### config.mk
export PLATFORM = sky130hd
export DESIGN_NAME = state_dump_streamer
export DESIGN_NICKNAME = d
export VERILOG_FILES = /design/src/rtl/state_dump_streamer.sv
export SDC_FILE = /design/constraint.sdc
export NUM_CORES = 1
export LEC_CHECK = 0
export BUFFER_PORTS_ARGS = -buffer_cell sky130_fd_sc_hd__clkbuf_2
export CORE_ASPECT_RATIO = 0.8
export CORE_MARGIN = 10
export CORE_UTILIZATION = 53
export DETAILED_ROUTE_END_ITERATION = 16
export GPL_ROUTABILITY_DRIVEN = 0
export PLACE_DENSITY = 0.82
export SLEW_MARGIN = 20
export SYNTH_ARGS = -nofsm -noshare
export SYNTH_HDL_FRONTEND = slang
export SYNTH_SLANG_ARGS = --single-unit
export TNS_END_PERCENT = 50
### constraint.sdc
create_clock -name clk -period 6.1 [get_ports clk]
set_clock_uncertainty 0.05 [all_clocks]
set_input_delay 0 -clock clk [delete_from_list [all_inputs] [get_ports clk]]
set_output_delay 0 -clock clk [all_outputs]
set_load 0.005 [all_outputs]
### src/rtl/state_dump_streamer.sv
// state_dump_streamer
//   Post-run observability engine. On start it walks the register file
//   (x0..x(NUM_REGS-1)) and then data memory (word 0..MEM_WORDS-1). Each entry
//   goes out over a valid/ready stream through a 2-entry output FIFO.
//
// Ports
//   clk, rst          clock; asynchronous active-low reset
//   start, abort      begin a dump (IDLE only); synchronous cancel
//   rf_addr/rf_data   register-file read port (combinational read)
//   mem_addr/mem_rd   data-memory read request; mem_data valid one cycle later
//   out_valid/ready   stream handshake; out_kind/out_addr/out_data = FIFO head
//   busy, done        dump in progress; one-cycle completion pulse
module state_dump_streamer #(
    parameter int NUM_REGS  = 32,
    parameter int MEM_WORDS = 512,
    parameter int MEM_AW    = 9,
    parameter int DATA_W    = 32
) (
    input  logic              clk,
    input  logic              rst,
    input  logic              start,
    input  logic              abort,
    output logic [4:0]        rf_addr,
    input  logic [DATA_W-1:0] rf_data,
    output logic [MEM_AW-1:0] mem_addr,
    output logic              mem_rd,
    input  logic [DATA_W-1:0] mem_data,
    output logic              out_valid,
    input  logic              out_ready,
    output logic              out_kind,
    output logic [15:0]       out_addr,
    output logic [DATA_W-1:0] out_data,
    output logic              busy,
    output logic              done
);
    localparam int                EW       = 1 + 16 + DATA_W;
    localparam logic [4:0]        RF_LAST  = 5'(NUM_REGS - 1);
    localparam logic [MEM_AW-1:0] MEM_LAST = MEM_AW'(MEM_WORDS - 1);

    typedef enum logic [2:0] {
        S_IDLE  = 3'd0,
        S_RF    = 3'd1,
        S_MEM   = 3'd2,
        S_DRAIN = 3'd3,
        S_DONE  = 3'd4
    } state_t;

    state_t            state_r, state_s;
    logic [4:0]        rf_idx_r;
    logic [MEM_AW-1:0] mem_idx_r, pend_idx_r;
    logic              pend_r;
    logic [1:0]        cnt_r;
    logic [EW-1:0]     slot0_r, slot1_r;

    logic              pop_s, push_s, room_s;
    logic              rf_issue_s, mem_issue_s, cross_s;
    logic [2:0]        occ_s;
    logic [EW-1:0]     push_entry_s;

    function automatic logic [EW-1:0] pack_entry(input logic kind,
                                                 input logic [15:0] addr,
                                                 input logic [DATA_W-1:0] data);
        return {kind, addr, data};
    endfunction

    // Read issue decisions and selection of the entry pushed into the FIFO
    always_comb begin
        pop_s       = out_valid && out_ready;
        // Occupancy seen by a new read once this cycle's pop has freed its slot
        occ_s       = {1'b0, cnt_r} + {2'b00, pend_r} - {2'b00, pop_s};
        room_s      = (occ_s < 3'd2);
        rf_issue_s  = 1'b0;
        cross_s     = 1'b0;
        mem_issue_s = 1'b0;
        if (!abort && (state_r == S_RF) && room_s) begin
            rf_issue_s = 1'b1;
            // Launch M[0] together with the last register when both fit, so the
            // one-cycle memory latency does not open a bubble at the crossing.
            cross_s    = (rf_idx_r == RF_LAST) && (occ_s == 3'd0);
        end else begin
            rf_issue_s = 1'b0;
        end
        if (!abort && (((state_r == S_MEM) && room_s) || cross_s)) begin
            mem_issue_s = 1'b1;
        end else begin
            mem_issue_s = 1'b0;
        end
        // A landing memory word and a register read never coincide
        push_s = !abort && (pend_r || rf_issue_s);
        if (pend_r) begin
            push_entry_s = pack_entry(1'b1, 16'({pend_idx_r, 2'b00}), mem_data);
        end else begin
            push_entry_s = pack_entry(1'b0, {11'b0, rf_idx_r}, rf_data);
        end
    end

    // Next-state logic
    always_comb begin
        state_s = state_r;
        case (state_r)
            S_IDLE: begin
                if (start && !abort) state_s = S_RF;
                else                 state_s = S_IDLE;
            end
            S_RF: begin
                if (abort)                                 state_s = S_IDLE;
                else if (cross_s && (mem_idx_r == MEM_LAST)) state_s = S_DRAIN;
                else if (rf_issue_s && (rf_idx_r == RF_LAST)) state_s = S_MEM;
                else                                       state_s = S_RF;
            end
            S_MEM: begin
                if (abort)                                      state_s = S_IDLE;
                else if (mem_issue_s && (mem_idx_r == MEM_LAST)) state_s = S_DRAIN;
                else                                            state_s = S_MEM;
            end
            S_DRAIN: begin
                // Finish in the cycle the last entry is accepted
                if (abort) state_s = S_IDLE;
                else if (!pend_r && ((cnt_r == 2'd0) || ((cnt_r == 2'd1) && pop_s)))
                    state_s = S_DONE;
                else
                    state_s = S_DRAIN;
            end
            S_DONE:  state_s = S_IDLE;
            default: state_s = S_IDLE;
        endcase
    end

    // State register
    always_ff @(posedge clk or negedge rst) begin
        if (!rst) state_r <= S_IDLE;
        else      state_r <= state_s;
    end

    // Walk counters: cleared in IDLE, saturate at the final index
    always_ff @(posedge clk or negedge rst) begin
        if (!rst) begin
            rf_idx_r  <= 5'd0;
            mem_idx_r <= '0;
        end else if (state_r == S_IDLE) begin
            rf_idx_r  <= 5'd0;
            mem_idx_r <= '0;
        end else begin
            if (rf_issue_s && (rf_idx_r != RF_LAST))
                rf_idx_r <= rf_idx_r + 5'd1;
            if (mem_issue_s && (mem_idx_r != MEM_LAST))
                mem_idx_r <= mem_idx_r + MEM_AW'(1);
        end
    end

    // In-flight memory read tracking (issue is already suppressed by abort)
    always_ff @(posedge clk or negedge rst) begin
        if (!rst) begin
            pend_r     <= 1'b0;
            pend_idx_r <= '0;
        end else begin
            pend_r <= mem_issue_s;
            if (mem_issue_s) pend_idx_r <= mem_idx_r;
        end
    end

    // Two-entry output FIFO; slot0 is the head
    always_ff @(posedge clk or negedge rst) begin
        if (!rst) begin
            cnt_r   <= 2'd0;
            slot0_r <= '0;
            slot1_r <= '0;
        end else if (abort) begin
            cnt_r <= 2'd0;
        end else begin
            case ({push_s, pop_s})
                2'b10: begin
                    if (cnt_r == 2'd0) slot0_r <= push_entry_s;
                    else               slot1_r <= push_entry_s;
                    cnt_r <= cnt_r + 2'd1;
                end
                2'b01: begin
                    slot0_r <= slot1_r;
                    cnt_r   <= cnt_r - 2'd1;
                end
                2'b11: begin
                    if (cnt_r == 2'd1) begin
                        slot0_r <= push_entry_s;
                    end else begin
                        slot0_r <= slot1_r;
                        slot1_r <= push_entry_s;
                    end
                end
                default: begin
                end
            endcase
        end
    end

    assign out_valid = (cnt_r != 2'd0);
    assign out_kind  = slot0_r[EW-1];
    assign out_addr  = slot0_r[EW-2 -: 16];
    assign out_data  = slot0_r[DATA_W-1:0];
    assign rf_addr   = rf_idx_r;
    assign mem_addr  = mem_idx_r;
    assign mem_rd    = mem_issue_s;
    assign busy      = (state_r == S_RF) || (state_r == S_MEM) || (state_r == S_DRAIN);
    assign done      = (state_r == S_DONE);

endmodule
# After elaboration in Yosys (flattened, before gate mapping)
# Index checks and enable logic that the tools add are counted.
# op_classes
n_reduce_logical	33
n_eq_ne	15
n_lt_le_gt_ge	1
n_mux	25
addsub	6
bitwise	1
# op_table
cell	count
two-way mux 49 bit	5
case mux 49 bit (3 select lines)	1
case mux 49 bit (2 select lines)	1
two-way mux 9 bit	2
logical AND 1 bit	15
case mux 3 bit (4 select lines)	1
two-way mux 2 bit	5
two-way mux 5 bit	2
adder 9 x 1 -> 9 bit, second input constant	1
== test 9 bit, second input constant	1
inequality test 9 bit, second input constant	1
nonzero test 2 bit	4
== test 3 x 2 -> 1 bit, second input constant	2
zero test 3 bit	2
two-way mux 3 bit	2
inequality test 2 bit, second input constant	3
nonzero test 3 bit	2
adder 5 x 1 -> 5 bit, second input constant	1
== test 5 bit, second input constant	1
logical OR 1 bit	5
two-way mux 1 bit	5
inequality test 5 bit, second input constant	1
== test 2 x 1 -> 1 bit, second input constant	2
== test 2 bit, second input constant	2
other kinds (13)	14
# totals
output_inout_bits	67
register_bits	127
elab_cells	89
in_bits	69

# Longest topological paths before layout
# logic_depth
depth_word	13
depth_mapped	13
depth_no_buf	11

# Worst setup path before layout
# No wires, ideal clock.
# synth_timing
path_kind	register -> register
startpoint	register cnt_r[1]
endpoint	register mem_idx_r[3], in the netlist mem_addr[3]
t_arrival_ns	3.168
t_required_ns	5.896
setup_time_ns	0.154
path_buffers	2
path_stages_with_launch	14
synth_period_minus_slack_ns	3.372
slack_ns	2.728
path_cell_list	dfrtp_1 > inv_1 > ha_1 > nor2b_1 > xnor2_1 > ha_1 > inv_1 > fa_1 > xnor2_1 > o2111ai_1 > clkbuf_1 > buf_2 > o31ai_1 > a21oi_1
# synth_via
elab_chain_cells	11
elab_cells_between_ends	15
cone_classes	add/sub (2); order compare (1); mux (2); reduce/logical (10)
# synth_rtl
item	line	text
start: declaration	52	logic [1:0] cnt_r;
start signal: assignment	175	cnt_r <= cnt_r + 2'd1;
start signal: assignment	179	cnt_r <= cnt_r - 2'd1;
parallel branches: the longest is 2 deep, another holds adder 2 x 1 -> 3 bit	-	
subtractor 3 x 1 -> 3 bit *	70	occ_s = {1'b0, cnt_r} + {2'b00, pend_r} - {2'b00, pop_s};
less-than comparator 3 x 2 -> 1 bit / zero test 3 bit (equally long branches)	71, 79	
logical AND 1 bit, on equally long branches	75, 79	
two-way mux 1 bit	75	if (!abort && (state_r == S_RF) && room_s) begin
logical OR 1 bit *	83	if (!abort && (((state_r == S_MEM) && room_s) || cross_s)) begin
logical AND 1 bit *	83	
two-way mux 1 bit *	83	
logical AND 1 bit *	146	if (mem_issue_s && (mem_idx_r != MEM_LAST))
nonzero test 2 bit (no source line) *	-	
end signal: assignment	147	mem_idx_r <= mem_idx_r + MEM_AW'(1);
end: declaration	50	logic [MEM_AW-1:0] mem_idx_r, pend_idx_r;
# Every way passes the cells marked *.
# A chain may end at the register's enable or synchronous reset.

# Worst setup path after layout
# layout_timing
startpoint	register cnt_r[1]
endpoint	register slot0_r[12]
# layout_via
elab_chain_cells	11
elab_cells_between_ends	19
cone_classes	add/sub (2); order compare (1); eq/ne (5); mux (3); reduce/logical (8)
# layout_rtl
item	line	text
parallel branches: the longest is 11 deep, another holds adder 2 x 1 -> 3 bit	-	
end signal: assignment	173	if (cnt_r == 2'd0) slot0_r <= push_entry_s;
end signal: assignment	178	slot0_r <= slot1_r;
end signal: assignment	183	slot0_r <= push_entry_s;
end: declaration	53	logic [EW-1:0] slot0_r, slot1_r;
# Parallel ways; which one is timed is not known.

==> flow_metrics.tcl <==
set metrics [dict create \
    power.internal_uw 2244 \
    netSwitchingFraction 0.3471 \
    unrepaired_setup_endpoints_after_global_routing "false" \
    worstPathBufferInverterCount 4 \
    max_clock_freq_mhz 218.9 \
    io_pins 136 \
    post-dp-hpwl_mm 11.42 \
    reg2reg_slack_ns 1.53 \
    max-cap-violations 0 \
    crit-reg2reg-launch "cnt_r[1]" \
    die_span_y_um 116.4 \
    dominant_cells_by_area_after_synthesis "dfrtp_1 (48%), mux2i_1 (14%), o31ai_1 (5.2%)" \
    h-tree-depth 4 \
    antenna_found_initial 0 \
    power_density_nw_per_um2 419.7 \
    std_cell_rows 35 \
    setup-violations-final 0 \
    clock_sink_count 117 \
    layout_area_overhead_pct 32.99 \
    die-area_sq_um 16350 \
    synth.avg_cell_area_sq_um 10.26 \
    drive_gt1_frac 0.2471 \
    global_route_wire_length_before_repair_mm 30.91 \
    timing_max_transition_violations_final 0 \
    min_period_over_period 0.7490 \
    crit_path_end_kind "flip-flop" \
    seqPwrFrac 0.370 \
    synthDominantAreaCellType "dfrtp_1" \
    timing.critical_path.max_delay_family "simple AND/OR/NAND/NOR gates" \
    reg2reg_depth 13 \
    drtPass1Iterations 9 \
    timing.critical_path.slowest_cell_delay_ns 0.58 \
    vdd.ir_drop.worst_v 0.0003100 \
    timing.critical_path.to "slot0_r[12]" \
    via_per_inst 5.980 \
    tightestPinTransition_ns 1.020 \
    worst_flop_to_flop_path_endpoint "slot0_r[12]" \
    effective_utilization_at_floorplan 0.5386 \
    wl_mm 19.59 \
    maxSlewHeadroom 0.3151 \
    critical-path-slowest-cell "o31ai_1" \
    switching_power_of_the_nets_uw 1193 \
    postSynthRegisterBits 117 \
    cts_tree "yes" \
    gr-usage-all-layers 0.2355 \
    die-width_um 140.5 \
    seqCellArea_sq_um 2929 \
    timing.final.crit_period_ns 4.569 \
    antenna_left 0 \
    io_buffer_count 130 \
    layout.nets 853 \
    highest_count_cells_in_the_layout_ignoring_fill_and_taps "clkbuf_2 (129), dfrtp_1 (116), mux2i_1 (84), dlygate4sd3_1 (67), inv_1 (54)" \
    timing.critical_path.required_ns 6.30 \
    core_region_area_sq_um 11430 \
    cellLeakagePower_uw 0.003734 \
    post_cts_resized 0 \
    fin_cells 938 \
    ys_seq_area_frac 0.4756 \
    clk_latency_ns 0.42 \
    critPathKind "reg -> reg" \
    logic_pwr_share 0.303 \
    clk_pin_slew_ns 0.07 \
    dp.cells 838 \
    post_synth_edffs 0 \
    tritoncts.num_buffers 17 \
    drt_drc_violations_left 0 \
    n_fill_cell 759 \
    grt_pass1_vias 5915 \
    bufs_on_longest_clock_path 2 \
    cts-root-buf "clkbuf_16" \
    layout_commonest_cell "clkbuf_2" \
    critPathLaunchType "flip-flop" \
    yosys_warnings 0 \
    drt-initial-drc-count 589 \
    netlist_area_sq_um 6156 \
    synth_largest_type_area_fraction 0.4756 \
    average_detailed_routed_wire_length_per_instance_um 20.88 \
    critical_path_cell_count 13 \
    tns_ns 0 \
    worstSetupStartpoint "cnt_r[1]" \
    grt_start_max_net_pins 87 \
    result_of_the_run "finished clean" \
    worstPathArrival_ns 4.77 \
    min_path_type "in -> async" \
    synth_ff_type "dfrtp_1" \
    globalRoute.totalOverflow 0 \
    multi_input_comb_area_sq_um 2809 \
    timing_hold_violations_final 0 \
    crit_path_cell_trace "inv_1 -> ha_1 -> nor2b_1 -> xnor2_1 -> ha_1 -> inv_1 -> fa_1 -> xnor2_1 -> nand4_1 -> buf_4 -> and2_2 -> buf_4 -> o31ai_1" \
    power_frac_clock 0.326 \
    syn_inst 600 \
    synth-async-reset-ratio 1.000 \
    timing.critical_path.fanout_max 43 \
    num_vias 5609 \
    yosys.cell_types.count 46 \
]
-- worst register-to-register path, delay by kind of cell, from the launching register on --
kind	cells	cell delay [ns]
xor gates and xnor gates	2	0.67
DFF	1	0.45
and+or+nand+nor	3	1.01
adders and majority gates	3	0.88
AOI/OAI and AO/OA	1	0.59
buffers and inverters	4	0.76
-- routing by layer --
metal,GRT usage,up-vias,share of wire
li1,-,2491,-
met1,0.2637,2771,0.39
met2,0.4106,286,0.51
met3,0.06095,61,0.068
met4,0.1195,0,0.036
met5,0,-,0
-- timing repair --
item | CTS | global route
hold endpoints to repair | 67 | 0
buffers inserted | 0 | 0
hold buffers | 67 | 0
-- cell type report --
type,instances,area share
Clock inverter,13,0.02476
Multi-Input combinational cell,379,0.3431
Clock buffer,19,0.05533
Antenna cell,1,0.0003057
Sequential cell,117,0.3578
Timing Repair Buffer,207,0.1713
Tap cell,148,0.02262
Inverter,54,0.02476
-- metrics by stage --
stage	hold WS, ns	setup WS, ns	area (sq um)	utilization	power [uW]
2_1_floorplan	-0.3456	2.728	6171	-	1825
3_3_place_gp	-0.09887	1.886	6849	0.5992	2152
3_5_place_dp	-0.09485	1.636	6852	0.5995	2221
4_1_cts	0.01172	1.594	8178	0.7155	3371
5_1_grt	0.04488	1.100	8184	0.7160	3604
6_report	0.01581	1.531	8187	0.7163	3436
-- worst min-delay path by stage --
stage / start / to / slack (ns)
3_3_place_gp: rst / rf_addr[1] / -0.1
3_5_place_dp: rst / rf_addr[1] / -0.09
4_1_cts: rst / rf_addr[1] / 0.01
5_1_grt: rst / rf_addr[1] / 0.04
2_1_floorplan: rst / cnt_r[0] / -0.35
6_report: rst / rf_addr[1] / 0.02
-- cell usage after synthesis, drive strengths merged, types with 10 or more instances --
library cell	number
dfrtp	117
mux2i	84
inv	54
nand3	45
o31ai	43
nor3	36
a21boi	35
clkbuf	31
buf	23
nand2	16
mux2	12
nor2	12
a21oi	10
-- kinds of logic after synthesis --
family	count (synthesis)	share of synthesized area
AOI/OAI and AO/OA	120	0.1411
other	1	0.0006092
and+or+nand+nor	145	0.1260
adders and majority gates	8	0.01748
xor gates and xnor gates	5	0.007115
DFF	117	0.4756
muxes	96	0.1585
buffers and inverters	108	0.07357
-- power by group through the flow --
stage | combinational, uW | clock (uW) | sequential, uW
6_report | 1040 | 1120 | 1270
5_1_grt | 1150 | 1160 | 1300
4_1_cts | 1010 | 1110 | 1250
3_5_place_dp | 963 | 0 | 1260
3_3_place_gp | 906 | 0 | 1250
2_1_floorplan | 610 | 0 | 1220
-- state kept, by name, indices dropped and copies added, names as in the netlist --
signal      count
slot0_r        44
slot1_r        44
mem_addr        9
pend_idx_r      9
rf_addr         5
state_r         3
cnt_r           2
pend_r          1
Note: power is estimated with default switching activity, not from simulation.
